**src/rtl/button_mmio_in.sv**
```systemverilog
// Push-button MMIO input block: per-button synchroniser and debouncer,
// with a debounced-level register and a read-to-clear press-event register.
module button_mmio_in #(
  parameter int          NUM_BUTTONS     = 4,
  parameter bit          ACTIVE_LOW      = 1'b1,
  parameter int          DEBOUNCE_CYCLES = 270000,
  parameter logic [15:0] STATE_ADDR      = 16'hf001,
  parameter logic [15:0] EVENT_ADDR      = 16'hf002
) (
  input  logic                   clock,
  input  logic                   reset,
  input  logic [15:0]            mmio_in_addr,
  input  logic                   mmio_in_read,
  output logic [7:0]             mmio_in,
  input  logic [NUM_BUTTONS-1:0] button
);

  localparam int N  = NUM_BUTTONS;
  localparam int CW = $clog2(DEBOUNCE_CYCLES + 1);

  typedef logic [CW-1:0] cnt_t;

  localparam cnt_t CNT_LAST = cnt_t'(DEBOUNCE_CYCLES - 1);

  logic [N-1:0] pol;
  logic [N-1:0] s1_q;
  logic [N-1:0] s2_q;
  logic [N-1:0] deb_q;
  logic [N-1:0] deb_d;
  logic [N-1:0] evt_q;
  logic [N-1:0] evt_d;
  logic [N-1:0] rise;
  cnt_t         cnt_q [N];
  cnt_t         cnt_d [N];
  logic         evt_rd;

  // Polarity-corrected: 1 = pressed from here on
  assign pol = button ^ {N{ACTIVE_LOW}};

  always_ff @(posedge clock) begin
    if (reset) begin
      s1_q <= '0;
      s2_q <= '0;
    end else begin
      s1_q <= pol;
      s2_q <= s1_q;
    end
  end

  always_comb begin
    deb_d = deb_q;
    for (int i = 0; i < N; i++) begin
      cnt_d[i] = '0;
      if (s2_q[i] != deb_q[i]) begin
        if (cnt_q[i] == CNT_LAST) begin
          deb_d[i] = s2_q[i];
        end else begin
          cnt_d[i] = cnt_q[i] + cnt_t'(1);
        end
      end
    end
  end

  assign rise   = deb_d & ~deb_q;
  assign evt_rd = mmio_in_read && (mmio_in_addr == EVENT_ADDR);

  // A read returns all of evt, so it clears all of it; a same-cycle press wins
  assign evt_d = (evt_rd ? '0 : evt_q) | rise;

  always_ff @(posedge clock) begin
    if (reset) begin
      deb_q <= '0;
      evt_q <= '0;
      for (int i = 0; i < N; i++) begin
        cnt_q[i] <= '0;
      end
    end else begin
      deb_q <= deb_d;
      evt_q <= evt_d;
      for (int i = 0; i < N; i++) begin
        cnt_q[i] <= cnt_d[i];
      end
    end
  end

  always_comb begin
    mmio_in = 8'h00;
    if (!reset) begin
      if (mmio_in_addr == STATE_ADDR) begin
        mmio_in[N-1:0] = deb_q;
      end else if (mmio_in_addr == EVENT_ADDR) begin
        mmio_in[N-1:0] = evt_q;
      end
    end
  end

endmodule

```
**config.mk**
```make
export PLATFORM = sky130hd
export DESIGN_NAME = button_mmio_in
export DESIGN_NICKNAME = d
export VERILOG_FILES = /design/src/rtl/button_mmio_in.sv
export SDC_FILE = /design/constraint.sdc
export NUM_CORES = 1
export LEC_CHECK = 0
export ABC_AREA = 1
export BUFFER_PORTS_ARGS = -buffer_cell sky130_fd_sc_hd__buf_2
export CELL_PAD_IN_SITES_DETAIL_PLACEMENT = 0
export CELL_PAD_IN_SITES_GLOBAL_PLACEMENT = 1
export CORE_MARGIN = 2
export CORE_UTILIZATION = 45
export DETAILED_ROUTE_END_ITERATION = 10
export HOLD_SLACK_MARGIN = 0.06
export PLACE_DENSITY_LB_ADDON = 0.1
export SLEW_MARGIN = 25
export SYNTH_ARGS = -nofsm -noshare
export SYNTH_HDL_FRONTEND = slang
export SYNTH_SLANG_ARGS = --single-unit
```
**constraint.sdc**
```tcl
create_clock -name clock -period 3.3 [get_ports clock]
set_input_delay 0.165 -clock clock [delete_from_list [all_inputs] [get_ports clock]]
set_output_delay 0.165 -clock clock [all_outputs]
set_load 0.05 [all_outputs]
```
After elaboration in Yosys (flattened, before gate mapping)
Memory sizes are Yosys's and may differ from the RTL's.
Cells that the tools add are included.

word-level totals
  input bits = 23
  memories kept = 1
  bits in registers = 16
  RAM bits = 76
  logic and storage cells = 55

memory list
  name   depth  bits a word  read ports  clocked after Yosys merged registers in  write ports  line  text
  cnt_q  4      19           4           0                                        4            33    cnt_t cnt_q [N];

operators by class
  multiplexer cells = 27
  eq/ne operators = 10
  reduce and logical (&&, ||, !) cells = 1
  bitwise logic cells = 8
  add/sub/neg operators = 4

operators with widths
  operator                 count
  $mux W19                 12
  $add A19 B1 Y19 const B  4
  $eq A19 B19 Y1 const B   4
  $eq A16 B16 Y1 const B   2
  $mux W4                  4
  $mux W1                  11
  $not A4 Y4               2
  $and A4 B4 Y4            1
  $ne A1 B1 Y1             4
  $or A1 B1 Y1             4
  $or A4 B4 Y4             1
  $logic_and A1 B1 Y1      1

Depth between registers and ports, before layout
An unclocked memory read counts as a cell.

  word-level depth = 6
  depth in mapped cells = 9

Least setup slack after synthesis
Ideal clock, no wire load.

  kind = input-to-output
  start = in mmio_in_addr[3]
  end = out mmio_in[0]
  slack = 1668 ps
  arrival = 1467 ps
  cell stages on the path = 5
  path through = nor2_1 nand3_1 inv_1 nand4_1 a21oi_1

between the ends
  word-level cells in the longest chain between the ends = 4
  elaborated cells between the ends (all ways) = 5

RTL lines
  element             line  text
  start: declaration  12    input logic [15:0] mmio_in_addr,
  $eq A16 B16 Y1      91    end else if (mmio_in_addr == EVENT_ADDR) begin
  $mux W4             91
  $mux W4 (*)         89    if (mmio_in_addr == STATE_ADDR) begin
  $mux W4 (*)         88    if (!reset) begin
  end: declaration    14    output logic [7:0] mmio_in,

Mark *: on every way between the ends. The rest lies on a longest branch, timed or not.

Worst setup path in the final report
  start = reg evt_q[1]
  end = out mmio_in[1]

between the ends
  word-level cells in the longest chain between the ends = 3

RTL lines
  element                   line  text
  start: declaration        30    logic [N-1:0] evt_q;
  start signal: assignment  79    evt_q <= evt_d;
  $mux W4                   91
  $mux W4                   89
  $mux W4                   88

Every way passes these cells.

==> flow_summary.yaml <==
timing:
  max_freq_mhz: 571
  setup_viol: 0
  fin_skew_ps: 8.22
  grt_setup_unrepaired: "false"
  min_period_ps: 1750
  final.period_utilization_pct: 53.0
  maxSlewViolCount: 0
  setup_tns_ps: 0
  hold_viol_final: 0
critical_path:
  cp_top_family: "compound AO/OA/AOI/OAI gates"
  critPathRequiredTime_ps: 3130
  endpoint_kind: "primary output"
  cp_max_fo: 2
  arrival_ps: 1580
  rrSetupSlack_ps: 1740
  slowest_delay_ps: 360
  path_cells: "inv_1, a31oi_1, nand4_1, a21oi_1, buf_2"
  cp_num_buf_inv: 2
  start_kind: "flop"
  cp_slowest_cell: "dfxtp_1"
  worst-setup-path-type: "reg -> out"
final_layout:
  fillCellCount: 1093
  drive_above_1_share_pct: 10.9
  stdcell_count: 886
  nets: 772
  multi_input_area_mm2: 0.00249
  num_antenna_cells: 0
  areaGrowthSynthToFinish_pct: 10.9
  final-seq-area_mm2: 0.00184
  post-route-util_pct: 51.3
routing:
  drtAntennaViolNets: 0
  firstDrtPassIters: 6
  wl_um: 10100
  vias: 4253
  vias_per_cell: 4.80
  wl_per_cell_um: 11.4
  drc: 0
  drt_iter0_drc: 180
clock_tree:
  cts.htree.levels: 3
  clock_sinks: 92
  tritoncts: "built"
  clk_path_buf_depth: 2
  clock_latency_ps: 370
  clk_pin_slew_ps: 90
  cts_root_buffer: "clkbuf_8"
  numCtsBuffers: 9
  cts_resized: 0
  cts_setup_buffers: 0
yosys:
  syn_inst: 711
  synth_area_leaders: "dfxtp_1, nand2_1, nor2_1"
  yosys_warnings: 0
  yosysTopAreaCell: "dfxtp_1"
  synth-main-ff-cell: "dfxtp_1"
  netlist_area_mm2: 0.00475
  synth_edf_count: 0
  synth_top_area_share_pct: 38.8
  yosys_register_bits: 92
  ys_types: 33
  ys_async_sr_fraction_pct: 0
  synth.avg_cell_area_um2: 6.68
  yosysSeqAreaShare_pct: 38.8
pwr:
  p_int_mw: 1.66
  p_seq_share_pct: 52.9
  p_leak_nw: 1.76
  power_density_mw_per_mm2: 402
  sw_frac_of_total_pct: 21.6
  clkPwrFrac_pct: 44.4
  power_frac_comb_pct: 2.7
  ir_drop_mv: 0.253
  power_switching_mw: 0.457
die:
  fp-row-count: 37
  core_mm2: 0.0103
  die_area_mm2: 0.0114
  fp.dieW_um: 107
  ios: 31
  start_util_pct: 46.2
  die_height_um: 107
worst_hold_path:
  hold_path.class: "in -> reg"
flow_run:
  drv_cap: 0
global_route:
  grt_pass1_vias: 3884
  gr-total-overflow: 0
  grt_first_pass_wirelength_um: 17500
  antenna_found_initial: 0
  grt_max_degree: 21
  grtUsageTotal_pct: 18.9
placed_design:
  gp_congestion: 0.836
  dp_hpwl_um: 7630
  post-place-cells: 866
  numPortBuffers: 26
run_status:
  outcome: "complete, no violations"
## flip-flops by register name (all words and copies together), names as in the netlist
register  flops
s1_q          4
evt_q         4
s2_q          4
deb_q         4
cnt_q        76
## cells in the mapped netlist, types with 6 or more instances
library cell    n
nor2_1        139
inv_1          81
or2_0           6
a21oi_1        41
nand2_1       163
nor3_1         15
xor2_1         13
inv_2           8
nand4_1        26
nand3_1        49
dfxtp_1        92
xnor2_1        10
nor2_2         12
o21ai_0        12
## worst reg2reg max path: stages (launching register included)
cell and delay, ps:
dfxtp_1 370, ha_1 260, nand3_2 140, inv_2 100, nand2_1 70, nor2_1 130
nand2_2 110, nand2_4 190, nor2_1 80
## final timing paths
path,endpoint,cells past startpoint,from
min,deb_q[3]$_SDFF_PP0_,2,reset
max,mmio_in[1],5,evt_q[1]$_SDFF_PP0_
max reg2reg,cnt_q[3][2]$_SDFF_PP0_,8,cnt_q[3][0]$_SDFF_PP0_
min reg2reg,s2_q[3]$_SDFF_PP0_,2,s1_q[3]$_SDFF_PP0_
## layout by cell type, fill, tap and decap left out, types with 5 or more instances in the layout
cell,instances
nand4_1,26
nand2_1,163
nor2_2,12
or2_0,6
nor2_1,139
clkbuf_8,10
inv_1,81
dfxtp_1,92
xnor2_1,10
a21oi_1,41
a31oi_1,5
xor2_1,13
nand3_1,49
nor3_1,15
buf_2,26
o21ai_0,12
inv_2,8
## cells by family (layout without fill, tap and decap cells)
family,Yosys count,after routing,share of synthesized area [%]
xor+xnor,23,23,4.24
fa+ha+maj,4,4,1.05
flops,92,92,38.8
compound gates,63,63,7.14
simple gates,428,428,39.7
buf+inv,100,136,8.98
other cells,1,4,0.0789
## cell type report
| cell class | instances | area share, % |
|---|---|---|
| well taps | 136 | 3.23 |
| multi-input cells | 522 | 47.3 |
| repair buffers | 30 | 3.23 |
| clock buffers | 10 | 2.61 |
| inverters | 90 | 6.51 |
| clock inverters | 6 | 2.11 |
| flip-flops and latches | 92 | 35.0 |
## through the flow
step	instance area [µm²]	hold slack (ps)	power (mW)	worst slack [ps]
after floorplan	4760	232	1.18	1670
after global placement	4980	331	1.20	1710
after detailed placement	4980	320	1.20	1680
after CTS	5270	169	2.15	1530
after global routing	5270	184	2.20	1440
final	5270	178	2.12	1550
## power by group through the flow
stage                     Combinational [mW]  Clock, mW  Sequential (mW)
after floorplan                       0.0402          0             1.14
after global placement                0.0533          0             1.14
after detailed placement              0.0541          0             1.15
after CTS                             0.0579      0.970             1.12
after global routing                  0.0643       1.01             1.12
final                                 0.0574      0.939             1.12
## layer usage
layer  share of wire [%]  up-vias  routed length [µm]  track usage (%)
met5                   0        -                   0                0
met4                 1.6        0                 161             6.77
met3                 4.6       13                 462             3.95
met2                  42       66                4270             29.0
met1                  51     1860                5200             26.3
li1                    -     2314                   -                -
## what timing repair did
action / 4_1_cts / 5_1_grt
hold endpoints to repair: 4 / 0
hold buffers: 4 / 0
endpoints found under the setup margin: 0 / 0
Power figures use the tool's default switching activity.
